## src/rtl/mem_bus_arbiter_pkg.sv

```systemverilog
// rtl/mem_bus_arbiter_pkg.sv - shared state and owner encodings for the SRAM bus arbiter
package mem_bus_arbiter_pkg;

  typedef enum logic [1:0] {
    ST_IDLE    = 2'd0,
    ST_MEM_ACC = 2'd1,
    ST_IF_ACC  = 2'd2,
    ST_DONE    = 2'd3
  } arb_state_t;

  typedef enum logic {
    OWN_IF  = 1'b0,
    OWN_MEM = 1'b1
  } owner_t;

  localparam int CNT_W = 4;

endpackage

```

## src/rtl/mem_bus_timer.sv

```systemverilog
// rtl/mem_bus_timer.sv - access latency down-counter, loaded at grant, flags zero
module mem_bus_timer
  import mem_bus_arbiter_pkg::*;
#(
  parameter int WAIT_CYCLES = 2
) (
  input  logic clk,
  input  logic rst,
  input  logic load,
  input  logic dec,
  output logic zero
);

  localparam logic [CNT_W-1:0] LOAD_VAL = CNT_W'(WAIT_CYCLES);

  logic [CNT_W-1:0] cnt;

  // Reloaded only at grant and held at zero, so it can never wrap.
  always_ff @(posedge clk) begin
    if (rst) begin
      cnt <= '0;
    end else if (load) begin
      cnt <= LOAD_VAL;
    end else if (dec && cnt != '0) begin
      cnt <= cnt - 1'b1;
    end
  end

  assign zero = (cnt == '0);

endmodule

```

## src/rtl/mem_bus_arbiter.sv

```systemverilog
// rtl/mem_bus_arbiter.sv - shares one SRAM bus between fetch and data access, MEM first
module mem_bus_arbiter
  import mem_bus_arbiter_pkg::*;
#(
  parameter int ADDR_W      = 32,
  parameter int DATA_W      = 32,
  parameter int WAIT_CYCLES = 2
) (
  input  logic                clk,
  input  logic                rst,
  input  logic                flush,
  input  logic                if_req,
  input  logic [ADDR_W-1:0]   if_addr,
  output logic [DATA_W-1:0]   if_rdata,
  output logic                if_stall,
  input  logic                mem_req,
  input  logic                mem_we,
  input  logic [DATA_W/8-1:0] mem_be,
  input  logic [ADDR_W-1:0]   mem_addr,
  input  logic [DATA_W-1:0]   mem_wdata,
  output logic [DATA_W-1:0]   mem_rdata,
  output logic                mem_stall,
  output logic                bus_ce,
  output logic                bus_we,
  output logic [DATA_W/8-1:0] bus_be,
  output logic [ADDR_W-1:0]   bus_addr,
  output logic [DATA_W-1:0]   bus_wdata,
  input  logic [DATA_W-1:0]   bus_rdata
);

  arb_state_t state;
  owner_t     owner;
  logic       drop;
  logic       in_acc;
  logic       grant;
  logic       cnt_zero;

  assign in_acc = (state == ST_MEM_ACC) || (state == ST_IF_ACC);
  assign grant  = (state == ST_IDLE) && !flush && (mem_req || if_req);

  mem_bus_timer #(
    .WAIT_CYCLES(WAIT_CYCLES)
  ) u_timer (
    .clk (clk),
    .rst (rst),
    .load(grant),
    .dec (in_acc),
    .zero(cnt_zero)
  );

  always_ff @(posedge clk) begin
    if (rst) begin
      state     <= ST_IDLE;
      owner     <= OWN_IF;
      drop      <= 1'b0;
      bus_ce    <= 1'b0;
      bus_we    <= 1'b0;
      bus_be    <= '0;
      bus_addr  <= '0;
      bus_wdata <= '0;
      if_rdata  <= '0;
      mem_rdata <= '0;
    end else begin
      case (state)
        ST_IDLE: begin
          drop <= 1'b0;
          if (!flush && mem_req) begin
            state     <= ST_MEM_ACC;
            owner     <= OWN_MEM;
            bus_ce    <= 1'b1;
            bus_we    <= mem_we;
            bus_be    <= mem_be;
            bus_addr  <= mem_addr;
            bus_wdata <= mem_wdata;
          end else if (!flush && if_req) begin
            state     <= ST_IF_ACC;
            owner     <= OWN_IF;
            bus_ce    <= 1'b1;
            bus_we    <= 1'b0;
            bus_be    <= '1;
            bus_addr  <= if_addr;
            bus_wdata <= '0;
          end
        end
        ST_MEM_ACC, ST_IF_ACC: begin
          if (flush) drop <= 1'b1;
          if (cnt_zero) begin
            bus_ce <= 1'b0;
            bus_we <= 1'b0;
            bus_be <= '0;
            // A flushed access still finishes on the bus, but its result is thrown away.
            if (drop || flush) begin
              state <= ST_IDLE;
              drop  <= 1'b0;
            end else begin
              state <= ST_DONE;
              if (owner == OWN_MEM) mem_rdata <= bus_rdata;
              else                  if_rdata  <= bus_rdata;
            end
          end
        end
        default: state <= ST_IDLE;
      endcase
    end
  end

  assign mem_stall = mem_req && !((state == ST_DONE) && (owner == OWN_MEM));
  assign if_stall  = if_req  && !((state == ST_DONE) && (owner == OWN_IF));

endmodule

```

## config.mk

```make
export PLATFORM = sky130hd
export DESIGN_NAME = mem_bus_arbiter
export DESIGN_NICKNAME = d
export VERILOG_FILES = /design/src/rtl/mem_bus_arbiter_pkg.sv /design/src/rtl/mem_bus_timer.sv /design/src/rtl/mem_bus_arbiter.sv
export SDC_FILE = /design/constraint.sdc
export NUM_CORES = 1
export LEC_CHECK = 0
export ABC_AREA = 0
export CAP_MARGIN = 0
export CORE_ASPECT_RATIO = 1.2
export CORE_MARGIN = 4
export CORE_UTILIZATION = 43
export CTS_CLUSTER_DIAMETER = 120
export DETAILED_ROUTE_END_ITERATION = 6
export MAX_ROUTING_LAYER = met4
export PLACE_DENSITY = 0.94
export SETUP_SLACK_MARGIN = 0.4
export SLEW_MARGIN = 0
export SYNTH_ARGS = -nofsm -noshare
export SYNTH_HDL_FRONTEND = slang
export SYNTH_HIERARCHICAL = 1
export SYNTH_SLANG_ARGS = --single-unit
```

## constraint.sdc

```tcl
create_clock -name clk -period 6 [get_ports clk]
set_input_delay 0.6 -clock clk [delete_from_list [all_inputs] [get_ports clk]]
set_output_delay 0.6 -clock clk [all_outputs]
set_load 0.02 [all_outputs]
```

==> impl_metrics.ini <==
[run_status]
status = complete, but fails checks
violations = DRC

[grt]
grt_busiest_layer = met2
grt_max_degree = 98
use_met2_pct = 38.10
grt_use_met1_pct = 25.21
grt.total_usage_pct = 22.35
grt_pass1_vias = 5396
use_met3_pct = 5.188
antenna_found_initial = 0
grt_pass1_wl_mm = 26.19
grt_overflow_total = 0

[worst_setup_path]
cpPeakStageDelay_ns = 0.66
path_class = in2out
worstPathRequired_ns = 5.40
cp_cell_sequence = clkdlybuf4s50_1 > a21boi_0 > clkdlybuf4s50_1
worst-path-max-fanout = 5
crit_path_start_kind = input port
crit_top_cell = clkdlybuf4s50_1
reg2reg_from = u_timer/cnt[0]
ff2ff_setup_slack_ns = 3.37
ff2ff_path_depth = 8
arrival_ns = 2.17
end_kind = output pin
worstReg2RegEnd = bus_be[1]
slowest_stage = clkdlybuf4s50_1

[yosys]
ys_seq_area_share_pct = 51.55
netlist.area_leader.share_pct = 51.55
postSynthAreaPerCell_um2 = 8.418
syn_inst = 655
synth_flop_cell = dfxtp_1
synth.ff_latch_count = 142
ys_types = 40
synth_warnings = 6
synth_area_leader_cell = dfxtp_1
yosys-top-cells-count = nand2_1, dfxtp_1, a21oi_1
yosysMostFrequentCell = nand2_1
synthesis.nets = 796
synth_enable_flop_cells = 0
synth_area_leaders = dfxtp_1, nand2_1, a21oi_1, a311oi_2, nor2_1
async_flop_share_pct = 0
syn_area_mm2 = 0.005514

[placement]
place_inst = 1047
io_buffer_count = 273
dp_hpwl_mm = 11.84
place.gp.congestion = 0.8332
dpl-instance-area_mm2 = 0.008238

[timing]
tightest_slew_ns = 1.169
skew_ns = 0.01525
min_period_over_period_pct = 46.21
tns_ns = 0
rsz0062_at_grt = no
slew_headroom_pct = 21.59
period_needed_ns = 2.773
hold_violations = 0
max_freq_ghz = 0.3607
setup_viol = 0
drv_slew = 0

[cells_and_area]
syn2layout_area_growth_pct = 60.65
num_antenna_cells = 0
drive_gt1_share_pct = 7.104
num-nets-final = 1043
fin_area_mm2 = 0.008859
layout.cells.non_filler = 1079
fin_util_pct = 70.24

[clock_tree]
holdBufCountCts = 0
cts-root-buf = clkbuf_16
insertion_delay_ns = 0.41
cts_buffers = 17
cts_setup_buffers = 0
post_cts_resized = 0
clk_pin_slew_ns = 0.06
htree_levels = 4
cts_tree = yes
cts.sinks = 142
clockBufferDepth = 2

[route]
drtIter0Drc = 481
firstDrtPassIters = 7
drc = 7
routed_wl_mm = 16.68
vias = 5533
viasPerCell = 5.128
routedWlPerCell_um = 15.46
ant_nets = 0

[worst_hold_path]
hold_path.class = reg2reg
worstHoldStart = if_rdata[11]
worstHoldEndpoint = if_rdata[11]
hold_depth = 2

[pwr]
p_leak_nw = 3.155
p_per_area_mw_per_mm2 = 369.8
p_total_mw = 3.276
irDropWorstVdd_v = 0.0002213

[floorplanning]
floorplan.die.width_um = 111.4
coreArea_mm2 = 0.01261
start_util_pct = 43.72
die_height_um = 132.1
die_area_mm2 = 0.01471
rows = 45
io_pins = 274

[run]
max_cap_viol_count = 0
stage by stage:
step                setup slack [ns]  hold slack [ns]
finish                         3.227           0.4535
global route                   3.040           0.4730
global placement               3.110           0.4410
floorplan                      4.079           0.4582
detailed placement             3.006           0.4466
CTS                            3.211           0.4547
worst max path at each step:
stage,start,end,slack (ns),cells after the start
after floorplan,u_timer/cnt[0],mem_rdata[4],4.08,10
after global placement,flush,u_timer/cnt[3],3.11,7
after detailed placement,flush,bus_addr[28],3.01,7
after CTS,mem_req,mem_stall,3.21,3
after global routing,u_timer/cnt[0],bus_be[1],3.04,8
final,mem_req,mem_stall,3.23,3
kinds of logic after synthesis:
kind of cell,after synthesis,share of synthesized area (%)
DFF,142,51.55
and+or+nand+nor,293,21.26
buffers and inverters,63,5.673
muxes,1,0.1815
adders and majority gates,3,0.6808
AOI/OAI and AO/OA,153,20.65
metal layers:
metal | part of all wire, % | wire length, µm | up-vias
li1 | - | - | 2702
met1 | 41 | 6835 | 2530
met2 | 50 | 8369 | 264
met3 | 5.8 | 971 | 37
met4 | 3.0 | 502 | 0
met5 | 0 | 0 | -
area by class of cell:
class	count	area, µm²
sequential	142	2843
clock inverter	13	177.7
inverter	11	43.79
multi-input combinational	450	2364
fill	953	3754
clock buffer	19	442.9
timing repair buffer	280	2783
tap	164	205.2
state kept, by name, indices dropped and copies added (netlist names):
name and flops:
owner 1, bus_addr 32, bus_we 1, bus_wdata 32, bus_be 4, u_timer/cnt 4
bus_ce 1, state 2, if_rdata 32, drop 1, mem_rdata 32
critical path, delay by kind of cell:
family,cells,cell delay [ns]
compound gates,1,0.29
buf+inv,2,1.28
placed cells by master (no fill, tap or decap), types with 2 or more instances in the layout:
cell	instances
ha_1	3
nand3_1	4
bufinv_16	3
a21boi_0	2
a22oi_1	32
clkdlybuf4s50_1	272
a311oi_1	12
o31ai_1	2
a311oi_2	20
o211ai_1	4
buf_4	8
dfxtp_1	142
inv_6	4
a211oi_1	3
inv_1	9
nand2b_1	6
nor3_1	3
a21oi_1	73
nand2_1	196
clkinvlp_4	4
and2_1	2
nor2_1	71
inv_8	2
clkbuf_16	17
o21ai_0	2
power breakdown:
part,total (mW),internal [mW],switching (mW)
logic,1.01,0.460,0.554
clock network,1.10,0.676,0.421
registers,1.16,1.09,0.0767
Note: power is estimated with default switching activity, not from simulation.
